File: config.mk
export PLATFORM = sky130hd
export DESIGN_NAME = uart_receiver_flat
export DESIGN_NICKNAME = d
export VERILOG_FILES = /design/src/rtl/uart_pkg.sv /design/src/rtl/uart_receiver_if.sv /design/src/rtl/uart_rx_sync.sv /design/src/rtl/uart_receiver.sv /design/src/flat_wrapper.sv
export SDC_FILE = /design/constraint.sdc
export NUM_CORES = 1
export LEC_CHECK = 0
export ABC_AREA = 1
export CAP_MARGIN = 15
export CORE_UTILIZATION = 49
export CTS_CLUSTER_SIZE = 24
export DETAILED_ROUTE_END_ITERATION = 8
export HOLD_SLACK_MARGIN = 0.03
export MAX_ROUTING_LAYER = met4
export PLACE_DENSITY_LB_ADDON = 0.08
export REMOVE_ABC_BUFFERS = 1
export SETUP_SLACK_MARGIN = 0.1
export SLEW_MARGIN = 20
export SYNTH_ARGS = -nofsm -noshare
export SYNTH_HDL_FRONTEND = slang
export SYNTH_SLANG_ARGS = --single-unit
File: constraint.sdc
create_clock -name clk -period 1.5 [get_ports clk]
set_clock_uncertainty 0.05 [all_clocks]
set_input_delay 0.45 -clock clk [delete_from_list [all_inputs] [get_ports clk]]
set_output_delay 0.45 -clock clk [all_outputs]
set_load 0.01 [all_outputs]
File: src/rtl/uart_pkg.sv
// Shared types for the UART receive path: data width, FSM state encoding, byte type.
package uart_pkg;

  localparam int unsigned UART_DATA_BITS = 8;

  typedef enum logic [2:0] {
    WAIT_HIGH,
    IDLE,
    START,
    DATA,
    STOP
  } rx_state_t;

  typedef logic [UART_DATA_BITS-1:0] uart_byte_t;

endpackage

File: src/rtl/uart_receiver_if.sv
// Serial line in, received byte and status strobes out.
// The master modport is the receiver side; slave is the line driver / byte consumer.
interface uart_receiver_if;
  import uart_pkg::*;

  logic       uart_rx;
  uart_byte_t data;
  logic       valid;
  logic       frame_error;
  logic       busy;

  modport master (input uart_rx, output data, output valid, output frame_error, output busy);
  modport slave  (output uart_rx, input data, input valid, input frame_error, input busy);

endinterface

File: src/rtl/uart_rx_sync.sv
// Two-flop synchronizer for the asynchronous serial line; resets to the idle (high) level.
module uart_rx_sync (
  input  logic clk,
  input  logic reset,
  input  logic d,
  output logic q
);

  logic meta;

  always_ff @(posedge clk) begin
    if (reset) begin
      meta <= 1'b1;
      q    <= 1'b1;
    end else begin
      meta <= d;
      q    <= meta;
    end
  end

endmodule

File: src/rtl/uart_receiver.sv
// 8N1 UART receiver: mid-bit start validation, LSB-first data capture, registered outputs.
// Define UART_RX_SYNC_EN to pass uart_rx through a 2-flop synchronizer first.
module uart_receiver
  import uart_pkg::*;
#(
  parameter int unsigned CYCLES_PER_BIT = 8
) (
  input logic      clk,
  input logic      reset,
  uart_receiver_if.master rx_if
);

  localparam int unsigned HALF  = CYCLES_PER_BIT / 2;
  localparam int unsigned CNT_W = $clog2(CYCLES_PER_BIT);
  localparam int unsigned IDX_W = $clog2(UART_DATA_BITS);

  localparam logic [CNT_W-1:0] HALF_LAST = CNT_W'(HALF - 1);
  localparam logic [CNT_W-1:0] BIT_LAST  = CNT_W'(CYCLES_PER_BIT - 1);
  localparam logic [IDX_W-1:0] IDX_LAST  = IDX_W'(UART_DATA_BITS - 1);

  logic rx_s;
  logic line_ok;

`ifdef UART_RX_SYNC_EN
  logic [1:0] sync_fill;

  uart_rx_sync u_sync (
    .clk   (clk),
    .reset (reset),
    .d     (rx_if.uart_rx),
    .q     (rx_s)
  );

  // The synchronizer's reset value is not a real line observation; ignore it
  // until it has been flushed, so a line held low through reset stays parked.
  always_ff @(posedge clk) begin
    if (reset) sync_fill <= '0;
    else       sync_fill <= {sync_fill[0], 1'b1};
  end

  assign line_ok = sync_fill[1];
`else
  assign rx_s    = rx_if.uart_rx;
  assign line_ok = 1'b1;
`endif

  rx_state_t        state;
  logic [CNT_W-1:0] cnt;
  logic [IDX_W-1:0] idx;
  uart_byte_t       shreg;
  uart_byte_t       data_q;
  logic             valid_q;
  logic             fe_q;
  logic             busy_q;

  always_ff @(posedge clk) begin
    if (reset) begin
      state   <= WAIT_HIGH;
      cnt     <= '0;
      idx     <= '0;
      shreg   <= '0;
      data_q  <= '0;
      valid_q <= 1'b0;
      fe_q    <= 1'b0;
      busy_q  <= 1'b0;
    end else begin
      valid_q <= 1'b0;
      fe_q    <= 1'b0;
      case (state)
        WAIT_HIGH: begin
          if (rx_s && line_ok) state <= IDLE;
        end
        IDLE: begin
          if (!rx_s) begin
            state  <= START;
            cnt    <= '0;
            busy_q <= 1'b1;
          end
        end
        START: begin
          if (cnt == HALF_LAST) begin
            cnt <= '0;
            if (rx_s) begin
              state  <= IDLE;
              busy_q <= 1'b0;
            end else begin
              state <= DATA;
              idx   <= '0;
            end
          end else begin
            cnt <= cnt + 1'b1;
          end
        end
        DATA: begin
          if (cnt == BIT_LAST) begin
            cnt        <= '0;
            shreg[idx] <= rx_s;
            idx        <= idx + 1'b1;
            if (idx == IDX_LAST) state <= STOP;
          end else begin
            cnt <= cnt + 1'b1;
          end
        end
        STOP: begin
          if (cnt == BIT_LAST) begin
            cnt    <= '0;
            busy_q <= 1'b0;
            if (rx_s) begin
              data_q  <= shreg;
              valid_q <= 1'b1;
              state   <= IDLE;
            end else begin
              fe_q  <= 1'b1;
              state <= WAIT_HIGH;
            end
          end else begin
            cnt <= cnt + 1'b1;
          end
        end
        default: state <= WAIT_HIGH;
      endcase
    end
  end

  assign rx_if.data        = data_q;
  assign rx_if.valid       = valid_q;
  assign rx_if.frame_error = fe_q;
  assign rx_if.busy        = busy_q;

endmodule

File: src/flat_wrapper.sv
// flat-port wrapper written by rule: the top's interface ports become plain ports
module uart_receiver_flat import uart_pkg::*;
#(
  parameter int unsigned CYCLES_PER_BIT = 8
)
  (clk, reset, rx_if_uart_rx, rx_if_data, rx_if_valid, rx_if_frame_error, rx_if_busy);
  uart_receiver_if rx_if_i ();
  input logic clk;
  input logic reset;
  input wire logic [$bits(rx_if_i.uart_rx)-1:0] rx_if_uart_rx;
  output wire logic [$bits(rx_if_i.data)-1:0] rx_if_data;
  output wire logic [$bits(rx_if_i.valid)-1:0] rx_if_valid;
  output wire logic [$bits(rx_if_i.frame_error)-1:0] rx_if_frame_error;
  output wire logic [$bits(rx_if_i.busy)-1:0] rx_if_busy;
  assign rx_if_i.uart_rx = rx_if_uart_rx;
  assign rx_if_data = rx_if_i.data;
  assign rx_if_valid = rx_if_i.valid;
  assign rx_if_frame_error = rx_if_i.frame_error;
  assign rx_if_busy = rx_if_i.busy;
  uart_receiver #(.CYCLES_PER_BIT(CYCLES_PER_BIT)) u_core (.clk(clk), .reset(reset), .rx_if(rx_if_i));
endmodule
==> results.md <==
- Status: complete, no violations
- Overall die height: 54.2 um
- Tmin final: 1.49 ns
- GRT overflow: 0
- Dominant cells by area after synthesis: dfxtp_1, nand2_1, nor2_1, inv_1, ha_1
- First-pass GRT wire length: 5250 um
- Core Footprint: 2520 um2
- Final Hold Vio Count: 0
- Clk slew on worst S/H paths: 0.16 ns
- Vias post-DR: 1343
- Layout net count: 231
- Yosys reg bits: 28
- Worst slew pin tran: 0.436 ns
- DP HPWL: 2120 um
- Max-slew violations: 0
- Initial antenna violation count: 0
- Largest net degree at the start of global routing: 18
- CTS root buf: clkbuf_4
- Leak: 0.805 nW
- Pwr per Cell Area: 1170 nW/um2
- Post-synthesis sequential area ratio: 0.419
- Hold Path Class: flip-flop to flip-flop
- Post-synth EDFFs: 0
- Clk buf depth: 2
- DRT iter0 DRCs: 27
- Final Setup Violations: 0
- Max_slew headroom: 0.709
- Router iterations before antenna repair: 4
- Async SR Flop Fraction: 0
- GR Util All Layers: 0.262
- WP data arrival: 1.73 ns
- CTS tree: yes
- Worst skew pair latency: 0.33 ns
- Crit-path max cell delay: 0.38 ns
- Crit path top cell by count: ha_4
- Peak supply drop: 1040 uV
- TritonCTS Sinks: 28
- Post-synth top area cell: dfxtp_1
- Row count: 18
- Post-synthesis average cell area: 7.04 um2
- Max capacitance violation total: 0
- Synth cell count leaders: nand2_1, nor2_1, dfxtp_1, inv_1, a21oi_1
- Place WS: -0.370 ns
- Layout cells sized above 1: 0.355
- Post-route setup slack: 0.0142 ns
- Delay-heaviest family, CP: simple AND/OR/NAND/NOR gates
- H-Tree Depth: 1
- Drt wl/cell: 13.7 um
- DRC errors left: 0
- Critical path's slowest cell: dfxtp_2
- Most numerous cell in the Yosys netlist: nand2_1
- Setup TNS: 0 ns
- Setup CP Type: flip-flop to flip-flop
- Die X: 54.2 um
- Initial Util: 0.530
- Port bufs: 13
- Synth warn: 0
- Layout fillers: 191
- WHS: 0.400 ns
- Design Area, Final: 1800 um2
- Via density per instance: 5.37
- CP Max Fanout: 8
- Die area: 2940 um2
- Crit-path cells: ha_4 -> ha_4 -> inv_4 -> nor2_4 -> nand2_4 -> o21ai_1 -> nand2_1 -> nor2_1
- Crit path buf inv count: 1
- Cell Area, Synth: 1340 um2
- Vias in the first global route: 1203
- Main flop type after synthesis: dfxtp_1
- GPL Wtd Cong: 0.918
- Fmax: 0.673 GHz
- Cts bufs inserted: 3
- Synth top area share: 0.419
- CP required: 1.74 ns
- RSZ-0062 raised after global routing: true
- Period utilization: 0.991
- Area Overhead vs Synth: 34.6%
- Synth cell types: 22
- CP endpoint kind: flip-flop
- Post-route ant nets: 0
- Antenna fix cells: 0
- Critical path startpoint category: flip-flop
- Post-DP Area: 1590 um2
- # IOs: 14
- Mapped Cells: 190
- Hold_buf cts: 0
- Total wire length: 3420 um
-- state kept, by name, indices dropped and copies added (netlist names) --
signal                    flops
u_core.rx_if.valid            1
u_core.idx                    3
u_core.shreg                  8
u_core.cnt                    3
u_core.rx_if.data             8
u_core.rx_if.frame_error      1
u_core.rx_if.busy             1
u_core.state                  3
-- timing repair --
item | in CTS | in global routing
buffers inserted | 2 | 2
resized for setup | 77 | 19
pin swaps | 16 | 8
setup endpoints to repair | 36 | 31
gates cloned | 1 | 0
-- path summary, 6_finish.rpt --
| kind | slack (ns) | cells after the start | end | from |
|---|---|---|---|---|
| worst max-delay path | 0.01 | 8 | u_core.shreg[7] | u_core.cnt[1] |
| worst min-delay path | 0.40 | 2 | u_core.rx_if.data[5] | u_core.rx_if.data[5] |
| worst max register to register | 0.01 | 8 | u_core.shreg[7] | u_core.cnt[1] |
| worst min register to register | 0.40 | 2 | u_core.rx_if.data[5] | u_core.rx_if.data[5] |
-- cells in the final DEF (no fill, tap or decap), drive strengths merged --
| master | n |
|---|---|
| clkdlybuf4s50 | 1 |
| buf | 25 |
| inv | 25 |
| bufinv | 1 |
| a21boi | 1 |
| o22ai | 1 |
| nand4 | 1 |
| nor3 | 9 |
| clkbuf | 6 |
| nand3 | 12 |
| nor2 | 34 |
| a21oi | 16 |
| o21ai | 14 |
| ha | 7 |
| nand2 | 36 |
| or2 | 1 |
| dfxtp | 28 |
| dlygate4sd2 | 1 |
| nor4 | 1 |
-- cell type report --
cell class	instances	area [um2]	share of cell area
clock inverters	1	30.0	0.0167
inverters	25	98.8	0.0549
clock buffers	3	22.5	0.0125
multi-input cells	133	812	0.451
flip-flops and latches	28	582	0.323
well taps	30	37.5	0.0208
repair buffers	30	218	0.121
-- report_power, final --
part / internal [mW] / switching [mW] / total, mW / leakage (nW)
clock network: 0.270 / 0.237 / 0.507 / 0.0279
logic: 0.284 / 0.419 / 0.703 / 0.543
registers: 0.806 / 0.0877 / 0.894 / 0.234
total: 1.36 / 0.743 / 2.10 / 0.805
-- per-layer routing --
metal  track usage  vias to the layer above  part of all wire  wire length, um
li1              -                      670                 -                -
met1         0.301                      635              0.44             1500
met2         0.461                       34              0.50             1730
met3        0.0361                        4             0.049              167
met4        0.0940                        0            0.0091               31
met5             -                        -                 0                0
-- cell families after synthesis --
group | count (synthesis) | share of synthesized area
and+or+nand+nor | 93 | 0.306
AOI/OAI and AO/OA | 32 | 0.123
buffers and inverters | 30 | 0.0870
DFF | 28 | 0.419
adders and majority gates | 7 | 0.0655
-- worst reg2reg max path, cell delays in order (launching register included) --
cell     delay [ns]
dfxtp_2        0.38
ha_4           0.19
ha_4           0.15
inv_4          0.05
nor2_4         0.19
nand2_4        0.13
o21ai_1        0.15
nand2_1        0.06
nor2_1         0.09
-- per-stage QoR --
stage / power, mW / utilization / cells
finish: 2.10 / 0.714 / 250
global route: 2.22 / 0.714 / 250
CTS: 1.99 / 0.697 / 248
detailed placement: 1.40 / 0.631 / 241
global placement: 1.37 / 0.631 / 241
floorplan: 1.21 / - / 185
(Power assumes the default switching activity.)
==> RTL change: new RTL, config.mk and constraints unchanged <==
The option `UART_RX_SYNC_EN` is turned on by a define.
--- a/src/rtl/uart_receiver.sv
+++ b/src/rtl/uart_receiver.sv
@@ -1,4 +1,6 @@
 // 8N1 UART receiver: mid-bit start validation, LSB-first data capture, registered outputs.
 // Define UART_RX_SYNC_EN to pass uart_rx through a 2-flop synchronizer first.
+`define UART_RX_SYNC_EN
+
 module uart_receiver
   import uart_pkg::*;
Behaviour: not the same (a bounded check fails within 4 cycles, from zero or initial values and one cycle with reset high).
==> RTL change against the original RTL <==
- synthesized area is 18% higher
- cell count grew 8.8%
- worst setup slack gained 0.048 ns
- maximum frequency grew 3.3%
- total power rose by 7.3%
- wire length increased by 3.4%
- first-iteration DRC count up 56%
- via count shrank 0.22%
- sequential cell count increased by 4
- cell area up 17%
- critical endpoint is now u_core.shreg[3]
- largest cell class unchanged
==> RTL change: results <==
export IMPL_synthAdderAreaFrac_pct=5.56
export IMPL_cpMaxStageDelayCell="dfxtp_2"
export IMPL_layout_drive_gt1_share_pct=53.1
export IMPL_slew_headroom_pct=70.0
export IMPL_ys_top_cells_by_area="dfxtp_1 (41%), nand2_1 (6.2%), inv_1 (5.7%)"
export IMPL_clk_pin_slew_worst_paths_ns=0.11
export IMPL_r2r_end="u_core.shreg[3]"
export IMPL_numCtsBuffers=5
export IMPL_wire_per_inst_um=13.0
export IMPL_route_vias_total=1340
export IMPL_r2r_slack_ns=0.06
export IMPL_critPathMaxFanout=5
export IMPL_hp_start="u_core.sync_fill[0]"
export IMPL_ir_worst_vdd_mv=0.852
export IMPL_track_usage_pct=21.9
export IMPL_place_area_um2=1800
export IMPL_synth_cell_types=28
export IMPL_hold_path_end="u_core.sync_fill[1]"
export IMPL_grt_pass1_wl_um=5490
export IMPL_outcome="complete, no violations"
export IMPL_crit_arrival_ns=1.66
export IMPL_htree_num_levels=2
export IMPL_place_ws_ns=-0.143
export IMPL_synth_commonest_cells="dfxtp_1 (32), nand2_1 (26), inv_1 (24)"
export IMPL_hpwl_um=2340
export IMPL_drtIter0Drc=42
export IMPL_cts_root_buf="clkbuf_4"
export IMPL_seq_area_frac_synth_pct=40.7
export IMPL_synth_compound_area_share_pct=16.3
export IMPL_insertion_delay_ns=0.34
export IMPL_final_nets=237
export IMPL_place_gp_congestion=0.810
export IMPL_regToRegStartpoint="u_core.cnt[0]"
export IMPL_fill_cells=260
export IMPL_p_leak_nw=0.896
export IMPL_grt_max_degree=14
export IMPL_path_delay_family="flip-flops"
export IMPL_grt_pass1_vias=1221
RTL change: routing by layer:
layer | global-route usage (%) | vias up | routed length [um] | share of wire [%]
li1 | - | 696 | - | -
met1 | 29.0 | 613 | 1650 | 47
met2 | 33.5 | 24 | 1720 | 49
met3 | 5.93 | 7 | 115 | 3.3
met4 | 5.10 | 0 | 51 | 1.4
met5 | - | - | 0 | 0
RTL change: logic make-up after synthesis:
kind of cell,after synthesis
adders and majority gates,7
AOI/OAI and AO/OA,43
DFF,32
and+or+nand+nor,76
buffers and inverters,37
RTL change: area by class of cell:
cell class              instances  share of cell area [%]
clock buffers                   5                    1.78
clock inverters                 3                    2.02
inverters                      30                    5.76
multi-input cells             127                    45.7
flip-flops and latches         32                    31.7
well taps                      44                    2.61
repair buffers                 31                    10.5
RTL change: per-stage QoR:
step	utilization [%]	std cells	TNS [ns]	hold slack (ns)	total power, mW
final	69.0	272	0	0.371	2.26
after CTS	63.1	268	0	0.369	2.18
after global routing	69.0	272	-0.0662	0.373	2.37
after global placement	58.8	256	-0.897	0.341	1.47
after detailed placement	58.8	256	-1.58	0.346	1.49
after floorplan	-	188	0	0.338	1.36
RTL change: power breakdown:
group	internal [mW]	total, mW	switching (mW)
Combinational	0.245	0.593	0.348
Sequential	0.912	1.00	0.0917
Clock	0.347	0.661	0.314
RTL change: how the worst max path moves through the flow:
stage	from	endpoint	slack, ns	cells past startpoint
after global placement	reset	u_core.rx_if.data[0]	-0.10	4
after global routing	u_core.cnt[0]	u_core.state[1]	-0.02	10
final	u_core.cnt[0]	u_core.shreg[3]	0.06	8
after CTS	u_core.rx_if.data[6]	rx_if_data[6]	0.08	1
after floorplan	u_core.cnt[0]	u_core.state[0]	0.03	9
after detailed placement	reset	u_core.rx_if.data[0]	-0.14	4
RTL change: worst min-delay path: cells and delay by family, from the launching register on:
family        cells  cell delay, ns
flops             1            0.32
buf+inv           1            0.04
simple gates      1            0.03
RTL change: what timing repair did:
action                     CTS  global route
gates resized for setup     57            54
pin swaps                    7            18
buffers inserted             4             3
setup endpoints to repair   36            31
cloned                       0             1
